## src/rtl/fp_multiply_seq.sv

```systemverilog
// Sequential floating-point multiplier: shift-add mantissa product (one multiplier
// bit per cycle), bias-corrected exponent, normalise, optional round, ovf/unf flags.
module fp_multiply_seq #(
    parameter int EXP_W = 5,
    parameter int MAN_W = 6,
    parameter int BIAS  = 15,
    parameter int ROUND = 0
) (
    input  logic             clk,
    input  logic             rst_n,
    input  logic             in_valid,
    output logic             in_ready,
    input  logic             sign_a,
    input  logic             sign_b,
    input  logic [EXP_W-1:0] exp_a,
    input  logic [EXP_W-1:0] exp_b,
    input  logic [MAN_W-1:0] man_a,
    input  logic [MAN_W-1:0] man_b,
    output logic             out_valid,
    input  logic             out_ready,
    output logic             sign_out,
    output logic [EXP_W-1:0] exp_out,
    output logic [MAN_W-1:0] man_out,
    output logic             ovf,
    output logic             unf
);

    localparam int P_W   = 2 * MAN_W;
    localparam int CNT_W = $clog2(MAN_W + 1);
    // Two spare bits above the signed EXP_W+1 range so the normalise and round
    // increments can never wrap before the overflow compare.
    localparam int E_W   = EXP_W + 3;

    localparam logic [CNT_W-1:0]      LAST_CNT = CNT_W'(MAN_W - 1);
    localparam logic signed [E_W-1:0] E_ONE    = E_W'(1);
    localparam logic signed [E_W-1:0] E_MAX    = E_W'((1 << EXP_W) - 1);
    localparam logic signed [E_W-1:0] E_BIAS   = E_W'(BIAS);

    typedef enum logic [1:0] {
        IDLE = 2'd0,
        MUL  = 2'd1,
        NORM = 2'd2,
        DONE = 2'd3
    } state_t;

    state_t state, state_nxt;

    logic             sign_r;
    logic             zero_r;
    logic [EXP_W-1:0] exp_a_r, exp_b_r;
    logic [P_W-1:0]   mcand;
    logic [MAN_W-1:0] mplier;
    logic [P_W-1:0]   acc;
    logic [CNT_W-1:0] cnt;

    // NOTE: every reg uses async active-low reset so an abort mid-operation
    // returns the block to a clean IDLE without waiting for a clock edge.
    always_ff @(posedge clk or negedge rst_n) begin
        if (!rst_n) state <= IDLE;
        else        state <= state_nxt;
    end

    // NOTE: defaults first so no path through the case leaves state_nxt unassigned
    // (which would infer a latch).
    always_comb begin
        state_nxt = state;
        in_ready  = 1'b0;
        unique case (state)
            IDLE: begin
                in_ready = 1'b1;
                if (in_valid) state_nxt = MUL;
            end
            MUL:  if (cnt == LAST_CNT) state_nxt = NORM;
            NORM: state_nxt = DONE;
            DONE: if (out_ready) state_nxt = IDLE;
            default: state_nxt = IDLE;
        endcase
    end

    // Normalise, round and range-check the finished product.
    logic signed [E_W-1:0] e_sum, e_fin;
    logic [MAN_W-1:0]      man_n, man_fin;
    logic [MAN_W:0]        man_inc;
    logic                  guard;
    logic                  res_ovf, res_unf;
    logic [EXP_W-1:0]      res_exp;
    logic [MAN_W-1:0]      res_man;

    always_comb begin
        e_sum = $signed(E_W'(exp_a_r)) + $signed(E_W'(exp_b_r)) - E_BIAS;
        if (acc[P_W-1]) begin
            man_n = acc[P_W-1 -: MAN_W];
            guard = acc[MAN_W-1];
            e_fin = e_sum + E_ONE;
        end else begin
            man_n = acc[P_W-2 -: MAN_W];
            guard = acc[MAN_W-2];
            e_fin = e_sum;
        end

        man_inc = {1'b0, man_n} + (MAN_W + 1)'(1);
        man_fin = man_n;
        if (ROUND != 0 && guard) begin
            if (man_inc[MAN_W]) begin
                man_fin = {1'b1, {(MAN_W - 1){1'b0}}};
                e_fin   = e_fin + E_ONE;
            end else begin
                man_fin = man_inc[MAN_W-1:0];
            end
        end

        res_ovf = 1'b0;
        res_unf = 1'b0;
        res_exp = e_fin[EXP_W-1:0];
        res_man = man_fin;
        if (zero_r) begin
            res_exp = '0;
            res_man = '0;
        end else if (e_fin > E_MAX) begin
            res_ovf = 1'b1;
            res_exp = '1;
            res_man = '1;
        end else if (e_fin < E_ONE) begin
            res_unf = 1'b1;
            res_exp = '0;
            res_man = '0;
        end
    end

    always_ff @(posedge clk or negedge rst_n) begin
        if (!rst_n) begin
            sign_r    <= 1'b0;
            zero_r    <= 1'b0;
            exp_a_r   <= '0;
            exp_b_r   <= '0;
            mcand     <= '0;
            mplier    <= '0;
            acc       <= '0;
            cnt       <= '0;
            out_valid <= 1'b0;
            sign_out  <= 1'b0;
            exp_out   <= '0;
            man_out   <= '0;
            ovf       <= 1'b0;
            unf       <= 1'b0;
        end else begin
            unique case (state)
                IDLE: if (in_valid) begin
                    sign_r  <= sign_a ^ sign_b;
                    zero_r  <= (man_a == '0) || (man_b == '0);
                    exp_a_r <= exp_a;
                    exp_b_r <= exp_b;
                    mcand   <= {{MAN_W{1'b0}}, man_a};
                    mplier  <= man_b;
                    acc     <= '0;
                    cnt     <= '0;
                end
                MUL: begin
                    // mcand walks left and mplier right, so bit 0 is always man_b[cnt].
                    if (mplier[0]) acc <= acc + mcand;
                    mcand  <= mcand << 1;
                    mplier <= mplier >> 1;
                    cnt    <= cnt + CNT_W'(1);
                end
                NORM: begin
                    out_valid <= 1'b1;
                    sign_out  <= sign_r;
                    exp_out   <= res_exp;
                    man_out   <= res_man;
                    ovf       <= res_ovf;
                    unf       <= res_unf;
                end
                DONE: if (out_ready) begin
                    out_valid <= 1'b0;
                    ovf       <= 1'b0;
                    unf       <= 1'b0;
                end
                default: ;
            endcase
        end
    end

endmodule

```

## config.mk

```make
export PLATFORM = sky130hd
export DESIGN_NAME = fp_multiply_seq
export DESIGN_NICKNAME = d
export VERILOG_FILES = /design/src/rtl/fp_multiply_seq.sv
export SDC_FILE = /design/constraint.sdc
export NUM_CORES = 1
export LEC_CHECK = 0
export BUFFER_PORTS_ARGS = -buffer_cell sky130_fd_sc_hd__buf_2
export CAP_MARGIN = 10
export CORE_MARGIN = 3
export CORE_UTILIZATION = 42
export DETAILED_ROUTE_END_ITERATION = 6
export GPL_TIMING_DRIVEN = 0
export MAX_ROUTING_LAYER = met4
export PLACE_DENSITY = 0.72
export SYNTH_ARGS = -nofsm -noshare
export SYNTH_HDL_FRONTEND = slang
export SYNTH_SLANG_ARGS = --single-unit
```

## constraint.sdc

```tcl
create_clock -name clk -period 3 [get_ports clk]
set_input_delay 0.45 -clock clk [delete_from_list [all_inputs] [get_ports clk]]
set_output_delay 0.45 -clock clk [all_outputs]
set_load 0.005 [all_outputs]
```

==> metrics.md, run 1 <==
| Metric | Value |
|---|---|
| Fin. max-slew vios | 0 |
| Worst Setup Start Kind | register |
| Initial core utilization | 0.439 |
| Initial antenna violation count | 0 |
| Grt met3 use | 0.0533 |
| Routed via count | about 2900 |
| HP Class | input pin to asynchronous set/reset pin |
| Die area | about 9800 um2 |
| Worst Max-Slew Pin Slew | between 600 and 700 ps |
| Synth warn | 0 |
| Max-cap violation count | 0 |
| Finished Layout Cells | between 500 and 600 |
| Mux cell area share after synthesis | 0.0835 |
| GRT met2 Usage | 0.287 |
| RSZ-0062 raised after global routing | true |
| CTS tree | done |
| Core Region | ~8300 um2 |
| CP endpoint kind | register |
| WS Path Type | register to register |
| Initial DRC count | 109 |
| CTS Root Cell | clkbuf_8 |
| Worst slack at placement | -91.1 ps |
| Post-route cell area | around 4300 um2 |
| Share of cells above drive strength 1 | 0.212 |
| First-pass GRT wire length | approximately 14000 um |
| Pwr dens | about 1200 nW/um2 |
| Xor and xnor area share after synthesis | 0.0357 |
| Final period util | 0.987 |
| Switching share of power | 0.435 |
| I/O Pins | 44 |
| Peak supply drop | around 0.60 mV |
| Synth Register Bits | 62 |
| Longest Clk Path Bufs | 2 |
| Main combinational cell family by area after synthesis | compound AO/OA/AOI/OAI gates |
| H-tree levels | 3 |
| Comb power frac | 0.575 |
| Per-cell routed wire length | around 15 um |
| Rel. slew slack | 0.581 |
| Cells after Synth | between 300 and 400 |
| Flop pwr share | 0.278 |
| Vias per inst | between 5 and 6 |
| Final WL | around 8000 um |
| Hold_ws | just over 80 ps |
| Largest net degree at the start of global routing | 41 |
| Overall Global Routing Usage | 0.178 |
| Area Overhead vs Synth | 17.7% |
| Part of the Yosys area used for sequential elements | 0.426 |
| FMAX | 338 MHz |
| Adder-cell share of the synthesized area | 0.104 |
| P_sw | roughly 2.2 mW |
| Simple-gate portion of the synthesized area | 0.113 |
| Crit path time final | between 2000 and 3000 ps |
| Final setup fails | 0 |
| Pint | 2.89 mW |
| Synthesized area per cell | 10.2 um2 |
| Pwr Total | 5.11 mW |
| Reg clk slew, reported paths | approximately 70 ps |
| Clk sinks | 62 |
| Outcome | finished clean |
| Clock Skews | 7.63 ps |
| Synthesized cell area | between 3000 and 4000 um2 |
| PortBufs | 43 |
| Crit path launch | exp_b_r[1]$_DFFE_PN0P_ |
| Number of synthesized flops with an enable pin | 0 |
| Chip width | between 90 and 100 um |
| Power share of the clock group | 0.147 |
| Asr flop ratio synth | 1.00 |
| Crit-path max FO | 10 |
| Worst r2r src | exp_b_r[1]$_DFFE_PN0P_ |
| Leak | 2.03 nW |
| First drt pass iteration count | 4 |
| GPL Wtd Cong | between 0.8 and 0.9 |
| Final number of hold-violating endpoints | 0 |
| Sum Neg Setup Slack | 0 ps |
| CP Data Arrival Time | approximately 3200 ps |
| Vias in the first global route | about 2900 |
| Req. time, crit path | around 3300 ps |
| R2R Path End | ovf$_DFFE_PN0P_ |
| Die height | between 90 and 100 um |
| GRT met1 Usage | 0.214 |
| Grt ovf | 0 |
| Cells after DPL | approximately 500 |
| Most used flip-flop cell after synthesis | dfrtp_1 |
| Layout Nets | 477 |
| Placed Area | ~4000 um2 |
| TritonCTS Buffers | 9 |
| Post-synthesis compound-gate area fraction | 0.198 |
| Most used routing layer | met2 |
| Post-synth cell types | 58 |
| Row count | 33 |
| Worst R2R Path Depth | 11 |
| Clk_lat worst skew | roughly 340 ps |
| Antenna Cells | 0 |
| Antenna viol nets, final | 0 |
| DP HPWL | a little under 6000 um |
| Reg2Reg Setup Slack | between 30 and 40 ps |
| Syn Nets | 415 |
| Fin worst setup slack | approximately 38 ps |
| Remaining DRCs | 0 |
| Utilization after layout | 0.516 |
[synthesized netlist by cell type (7+ instances only)]
library cell  count  area, um2
a22o_1           10       87.6
a21oi_1          14       70.1
nor2_1           11       41.3
o221ai_1          7       61.3
dfrtp_1          62       1550
ha_1             27        338
o21ai_0          33        165
mux2i_1          18        180
inv_1            25       93.8
nand2_1          38        143
xnor2_1           9       78.8
mux2_2           11        124
clkbuf_1          8       30.0
[worst max path at each step]
stage | end | slack, ps | cells past startpoint
after floorplan | ovf$_DFFE_PN0P_ | 110 | 11
after global placement | ovf$_DFFE_PN0P_ | -60 | 11
after detailed placement | ovf$_DFFE_PN0P_ | -90 | 11
after CTS | ovf$_DFFE_PN0P_ | 4 | 11
after global routing | ovf$_DFFE_PN0P_ | -60 | 11
final | ovf$_DFFE_PN0P_ | 40 | 11
[layout by cell type (no fill, tap or decap), types with 2 or more instances in the layout]
cell type / n
xor2_1: 4
a211o_1: 6
o221ai_1: 7
o21ai_0: 33
nor3b_1: 3
nand2_1: 38
or2_1: 2
nand3_1: 2
a21o_1: 4
nor4_1: 3
nand2b_1: 2
a21oi_1: 14
mux2_2: 11
clkbuf_1: 9
xnor2_1: 9
and3_1: 2
nor2b_1: 3
nor4b_1: 2
buf_1: 3
o21a_1: 4
nor3_1: 5
dfrtp_1: 62
clkbuf_8: 11
a22o_1: 10
inv_1: 24
clkinv_2: 3
o21bai_1: 3
mux2i_1: 18
nor2_1: 10
ha_1: 26
a211oi_1: 5
buf_2: 43
a22oi_1: 3
buf_4: 7
[per-layer routing]
| layer | share of wire | up-vias |
|---|---|---|
| met5 | 0 | - |
| met4 | 0.0078 | 0 |
| met3 | 0.046 | 6 |
| met2 | 0.49 | 55 |
| met1 | 0.46 | 1394 |
| li1 | - | 1430 |
[registers in the layout (all words and copies together) (netlist names)]
signal	cells
acc	12
mcand	12
man_out	6
mplier	6
exp_a_r	5
exp_b_r	5
exp_out	5
cnt	3
state	2
out_valid	1
ovf	1
sign_out	1
sign_r	1
unf	1
zero_r	1
[critical path, cell delays in order (launching register included)]
cell      delay [ps]
dfrtp_1          390
ha_1             300
ha_2             190
inv_2             60
fa_2             440
nand3b_1         240
or2_1            280
a31o_1           200
a211o_1          320
a21bo_1          190
buf_6            140
a22oi_2          140
[area by class of cell]
cell class,count,area [um2]
Fill cell,773,4010
Clock inverter,4,45.0
Inverter,25,93.8
Multi-Input combinational cell,259,1970
Sequential cell,62,1550
Timing Repair Buffer,51,288
Buffer,12,52.6
Tap cell,105,131
Clock buffer,12,155
[power groups by stage]
stage / sequential (mW) / combinational, mW / clock, mW
after floorplan: 1.38 / 2.13 / 0
after global placement: 1.42 / 2.66 / 0
after detailed placement: 1.44 / 2.74 / 0
after CTS: 1.43 / 2.87 / 0.773
after global routing: 1.47 / 3.35 / 0.809
final: 1.42 / 2.94 / 0.749
[cell families (layout without fill, tap and decap cells)]
logic type | count (synthesis) | count (layout)
muxes | 29 | 29
adders and majority gates | 29 | 29
DFF | 62 | 62
buffers and inverters | 37 | 104
AOI/OAI and AO/OA | 104 | 104
and+or+nand+nor | 83 | 83
xor gates and xnor gates | 14 | 14
[what timing repair did]
item,CTS,global route
buffers inserted,5,2
pin swaps,4,7
resized for setup,2,4
setup endpoints to repair,10,12
hold buffers,0,0
(Power assumes the default switching activity.)
==> run 2: changes to the inputs <==
ABC_AREA = 1   (was not set)
==> run 2 against run 1 <==
Compared with the run above: largest cell class unchanged; combinational power decreased by 6%; core utilization decreased by 1.5 points; worst setup slack improved by 340 ps; fmax increased by 13%; register-to-register slack improved by 340 ps; highest routed layer unchanged; critical endpoint is now exp_out[1]$_DFFE_PN0P_; synthesized cell count increased by 30%; total power decreased by 5.2%; global-route usage increased by 0.11 points; hold slack improved by 27 ps; critical path type unchanged.
==> metrics.md, run 2 <==
| Metric | Value |
|---|---|
| Syn Nets | 524 |
| Final WL | 7940 um |
| Outcome | finished clean |
| Part of the Yosys area used for sequential elements | 0.428 |
| Routed via count | 3158 |
| HP Class | input pin to asynchronous set/reset pin |
| I/O Pins | between 40 and 50 |
| Post-synth cell types | 32 |
| RSZ-0062 raised after global routing | false |
| CTS tree | done |
| DP HPWL | between 6000 and 7000 um |
| Flop pwr share | 0.295 |
| P_sw | 2.25 mW |
| Clk_lat worst skew | around 330 ps |
| Final number of hold-violating endpoints | 0 |
| Req. time, crit path | approximately 3200 ps |
| Cells after Synth | about 470 |
| Cell Chain, Critical Path | ha_1, ha_1, inv_1, fa_1, nor2_1, nand2_1, nor2_2, nand3_2, nor2_2, nand3_1, nand2_2, nand2_2, buf_6, nand3_1, nand2_1 |
| Max-cap violation count | 0 |
| Synth warn | 0 |
| Power share of the clock group | 0.137 |
| Die height | 98.9 um |
| Post_cts resized | 0 |
| Initial antenna violation count | 0 |
| Top post-synthesis cells by area | dfrtp_1 43%, nand2_1 14%, ha_1 9.3% |
| Synthesized cell area | about 3600 um2 |
| Initial core utilization | 0.437 |
| Initial DRC count | 151 |
| H-tree levels | 3 |
| FMAX | between 300 and 400 MHz |
| Reg2Reg Setup Slack | ~370 ps |
| Setup repair bufs after CTS | 0 |
| First-pass GRT wire length | 13800 um |
| Cells after DPL | ~620 |
| CP max stage cell | fa_1 |
| Commonest non-fill, non-tap cells in the layout | 138 x nand2_1, 62 x dfrtp_1, 56 x inv_1 |
| Reg clk slew, reported paths | approximately 60 ps |
| WP buf/inv | 2 |
| TritonCTS Buffers | 9 |
| PortBufs | 43 |
| Comb power frac | 0.568 |
| Finished Layout Cells | 630 |
| Rel. slew slack | 0.608 |
| First drt pass iteration count | 4 |
| Post-route cell area | roughly 4200 um2 |
| CTS Root Cell | clkbuf_8 |
| Commonest non-fill, non-tap cell in the layout | nand2_1 |
| CP Data Arrival Time | between 2000 and 3000 ps |
| Largest net degree at the start of global routing | 40 |
| WS Path Type | register to register |
| Synth Register Bits | 62 |
| Yosys top cell area share | 0.428 |
| Antenna viol nets, final | 0 |
| Post-synth top cells | 138 x nand2_1, 62 x dfrtp_1, 56 x inv_1 |
| Per-cell routed wire length | 12.6 um |
| Clock Skews | 5.63 ps |
| Cts hold-fix bufs | 0 |
| Crit-path max FO | 10 |
| Critical path's top delay family | adder cells |
| Vias per inst | 5.01 |
| Worst path max stage delay | approximately 450 ps |
| Area leader, netlist | dfrtp_1 |
| Top-count cell post-synth | nand2_1 |
| Worst Max-Slew Pin Slew | about 590 ps |
| Peak supply drop | just over 0.6 mV |
| CP endpoint kind | register |
| Worst r2r src | exp_a_r[1]$_DFFE_PN0P_ |
| Synthesized area per cell | just under 8 um2 |
| Vias in the first global route | slightly above 3000 |
| Number of synthesized flops with an enable pin | 0 |
| R2R Path End | exp_out[1]$_DFFE_PN0P_ |
| GPL Wtd Cong | between 0.8 and 0.9 |
| Final period util | 0.875 |
| Grt ovf | 0 |
| Final setup fails | 0 |
| Overall Global Routing Usage | 0.179 |
| Remaining DRCs | 0 |
| Placed Area | about 4000 um2 |
| Leak | 2.19 nW |
| Asr flop ratio synth | 1.00 |
| Share of cells above drive strength 1 | 0.139 |
| Die area | ~10000 um2 |
| Chip width | around 99 um |
| Crit path time final | between 2000 and 3000 ps |
| Worst R2R Path Depth | 15 |
| Fin. max-slew vios | 0 |
| Core Region | about 8300 um2 |
| Worst Setup Start Kind | register |
| Hold_ws | around 110 ps |
| Sum Neg Setup Slack | 0 ps |
| Pint | approximately 2.6 mW |
| Area Overhead vs Synth | 14.9% |
| Row count | 33 |
| Most used flip-flop cell after synthesis | dfrtp_1 |
| Longest Clk Path Bufs | 2 |
| Antenna Cells | 0 |
| Layout Nets | between 500 and 600 |
| Pwr dens | between 1000 and 1500 nW/um2 |
| Switching share of power | 0.466 |
| Top Registers | acc x12, mcand x12 |
| Clk sinks | 62 |
run 2: changes by cell type in the layout (fill, tap and decap cells not counted), sizes merged, moves of 7 or more:
| cell | before | now |
|---|---|---|
| mux2 | 11 | 0 |
| nand3 | 2 | 28 |
| o221ai | 7 | 0 |
| nand2 | 38 | 141 |
| mux2i | 18 | 0 |
| nor2 | 11 | 31 |
| a22o | 10 | 1 |
| o21ai | 34 | 43 |
| inv | 25 | 59 |
| o22ai | 0 | 11 |
run 2: cell families (layout without fill, tap and decap cells):
family                     after synthesis  count (layout)  share of synthesized area
and+or+nand+nor                        208             208                      0.235
AOI/OAI and AO/OA                       91              91                      0.141
buffers and inverters                   72             130                     0.0801
DFF                                     62              62                      0.428
adders and majority gates               29              29                      0.104
xor gates and xnor gates                 5               5                     0.0121
run 2: how the worst max path moves through the flow:
| stage | start | end | slack, ps | depth (start not counted) |
|---|---|---|---|---|
| 3_3_place_gp | exp_a_r[1]$_DFFE_PN0P_ | exp_out[1]$_DFFE_PN0P_ | 420 | 15 |
| 4_1_cts | exp_a_r[1]$_DFFE_PN0P_ | exp_out[1]$_DFFE_PN0P_ | 360 | 15 |
| 6_report | exp_a_r[1]$_DFFE_PN0P_ | exp_out[1]$_DFFE_PN0P_ | 370 | 15 |
| 3_5_place_dp | exp_a_r[1]$_DFFE_PN0P_ | exp_out[1]$_DFFE_PN0P_ | 370 | 15 |
| 5_1_grt | exp_a_r[1]$_DFFE_PN0P_ | man_out[1]$_DFFE_PN0P_ | 150 | 15 |
| 2_1_floorplan | exp_a_r[1]$_DFFE_PN0P_ | exp_out[3]$_DFFE_PN0P_ | 600 | 15 |
run 2: per-stage QoR:
step | power, mW | util | setup WS [ps]
floorplan | 3.50 | - | 595
global placement | 4.09 | 0.478 | 424
detailed placement | 4.19 | 0.481 | 367
CTS | 4.87 | 0.502 | 358
global route | 5.41 | 0.502 | 150
finish | 4.84 | 0.502 | 374
run 2: layer usage:
layer	vias to the layer above	global-route usage	wire length [um]
met3	15	0.0269	278
met5	-	-	0
met2	60	0.269	3610
met4	0	0.0798	195
met1	1453	0.239	3860
li1	1630	-	-
run 2: area by class of cell:
class                      count  area (um2)
clock buffer                  13         169
inverter                      60         225
clock inverter                 1        5.00
multi-input combinational    333        1780
buffer                        12        65.1
fill                         807        4140
sequential                    62        1550
timing repair buffer          44         235
tap                          105         131
run 2: power by group through the flow:
stage          combinational, mW  sequential [mW]  clock (mW)
6_report                    2.75             1.43       0.665
5_1_grt                     3.22             1.48       0.713
3_3_place_gp                2.66             1.43           0
4_1_cts                     2.76             1.43       0.680
2_1_floorplan               2.11             1.39           0
3_5_place_dp                2.75             1.44           0
==> run 3: changes to the inputs <==
MAX_ROUTING_LAYER = not set   (was met4)
==> run 3 against run 2 <==
Compared with the run above: combinational power up 1%; sequential power about the same; cell area is 0.36% higher; core utilization up 0.18 points; register-to-register slack got worse by 30 ps; final cell count did not move; routed wire length increased by 2.1%; fmax decreased by 1.2%; clock power increased by 9.0%.
==> metrics.md, run 3 (synthesis results as in run 2) <==
| Metric | Value |
|---|---|
| WP buf/inv | 2 |
| Remaining DRCs | 0 |
| CTS tree | done |
| WS Path Type | register to register |
| I/O Pins | between 40 and 50 |
| Cts hold-fix bufs | 0 |
| RSZ-0062 raised after global routing | false |
| R2R Path End | man_out[3]$_DFFE_PN0P_ |
| FMAX | ~380 MHz |
| Setup repair bufs after CTS | 0 |
| Per-cell routed wire length | approximately 13 um |
| Core Region | around 8300 um2 |
| CTS Root Cell | clkbuf_8 |
| Clk sinks | between 60 and 70 |
| GPL Wtd Cong | between 0.8 and 0.9 |
| First drt pass iteration count | 4 |
| Peak supply drop | around 0.57 mV |
| Worst path max stage delay | about 450 ps |
| Crit-path max FO | 10 |
| Clock Skews | between 9 and 10 ps |
| Antenna viol nets, final | 0 |
| First-pass GRT wire length | between 10000 and 15000 um |
| Worst r2r src | exp_a_r[1]$_DFFE_PN0P_ |
| Final period util | 0.886 |
| Post_cts resized | 0 |
| Cells after DPL | about 600 |
| Layout Nets | roughly 580 |
| CP endpoint kind | register |
| Commonest non-fill, non-tap cell in the layout | nand2_1 |
| Antenna Cells | 0 |
| Rel. slew slack | 0.610 |
| Pwr dens | around 1200 nW/um2 |
| Critical path's top delay family | adder cells |
| H-tree levels | 3 |
| Pwr Total | roughly 4.9 mW |
| Die area | just under 10000 um2 |
| Leak | ~2.2 nW |
| Area Overhead vs Synth | 15.3% |
| Final WL | ~8100 um |
| Overall Global Routing Usage | 0.179 |
| Worst R2R Path Depth | 15 |
| Initial DRC count | roughly 130 |
| Outcome | finished clean |
| Final setup fails | 0 |
| Placed Area | 3990 um2 |
| Vias in the first global route | between 3000 and 4000 |
| Final number of hold-violating endpoints | 0 |
| Vias per inst | a little over 5 |
| Top Registers | acc x12, mcand x12 |
| Worst Setup Start Kind | register |
| Chip width | around 99 um |
| PortBufs | 43 |
| Post-route cell area | ~4200 um2 |
| Grt ovf | 0 |
| Row count | 33 |
| Clk_lat worst skew | ~330 ps |
| Most common cell on crit path | nand2_1 |
| Fin. max-slew vios | 0 |
| Commonest non-fill, non-tap cells in the layout | 138 x nand2_1, 62 x dfrtp_1, 56 x inv_1 |
| Crit path launch | exp_a_r[1]$_DFFE_PN0P_ |
| CP Data Arrival Time | between 2000 and 3000 ps |
| Initial antenna violation count | 0 |
| Utilization after layout | 0.504 |
| Initial core utilization | 0.437 |
| Reg2Reg Setup Slack | between 300 and 400 ps |
| Hold_ws | around 110 ps |
| Sum Neg Setup Slack | 0 ps |
| DP HPWL | just over 6000 um |
| Max-cap violation count | 0 |
| Fin worst setup slack | 342 ps |
| Share of cells above drive strength 1 | 0.137 |
| Crit path time final | approximately 2700 ps |
| Cell Chain, Critical Path | ha_1, ha_1, inv_1, fa_1, nor2_1, nand2_1, nor2_2, nand3_2, nor2_2, nand3_1, nand2_2, buf_6, nand2_1, nand3_1, nand2_1 |
| TritonCTS Buffers | 9 |
| CP max stage cell | fa_1 |
| Longest Clk Path Bufs | 2 |
| Die height | about 99 um |
| Reg clk slew, reported paths | 70 ps |
| Req. time, crit path | approximately 3200 ps |
| Worst Max-Slew Pin Slew | between 500 and 600 ps |
| Finished Layout Cells | 630 |
| Worst slack at placement | between 300 and 400 ps |
| HP Class | input pin to asynchronous set/reset pin |
| Routed via count | roughly 3200 |
| Largest net degree at the start of global routing | 39 |
-- run 3: where the power goes --
part           internal [mW]  switching, mW  leakage [nW]
clock                  0.421          0.304        0.0956
sequential              1.20          0.229         0.794
combinational           1.03           1.76          1.30
total                   2.65           2.29          2.19
-- run 3: metal layers --
metal,share of wire,vias to the layer above,GRT usage
met5,0,-,0
met4,0.020,0,0.0861
met3,0.035,12,0.0255
met2,0.46,62,0.282
met1,0.49,1516,0.241
li1,-,1632,-
-- run 3: layout make-up --
type	instances	area, um2
Clock buffer	13	159
Buffer	12	65.1
Sequential cell	62	1550
Tap cell	105	131
Inverter	60	225
Timing Repair Buffer	44	235
Multi-Input combinational cell	333	1780
Fill cell	785	4120
Clock inverter	1	30.0
-- run 3: how the worst max path moves through the flow --
stage | end | cells past startpoint
floorplan | exp_out[3]$_DFFE_PN0P_ | 15
global placement | exp_out[1]$_DFFE_PN0P_ | 15
detailed placement | exp_out[2]$_DFFE_PN0P_ | 15
CTS | man_out[3]$_DFFE_PN0P_ | 15
global route | man_out[3]$_DFFE_PN0P_ | 15
finish | man_out[3]$_DFFE_PN0P_ | 15
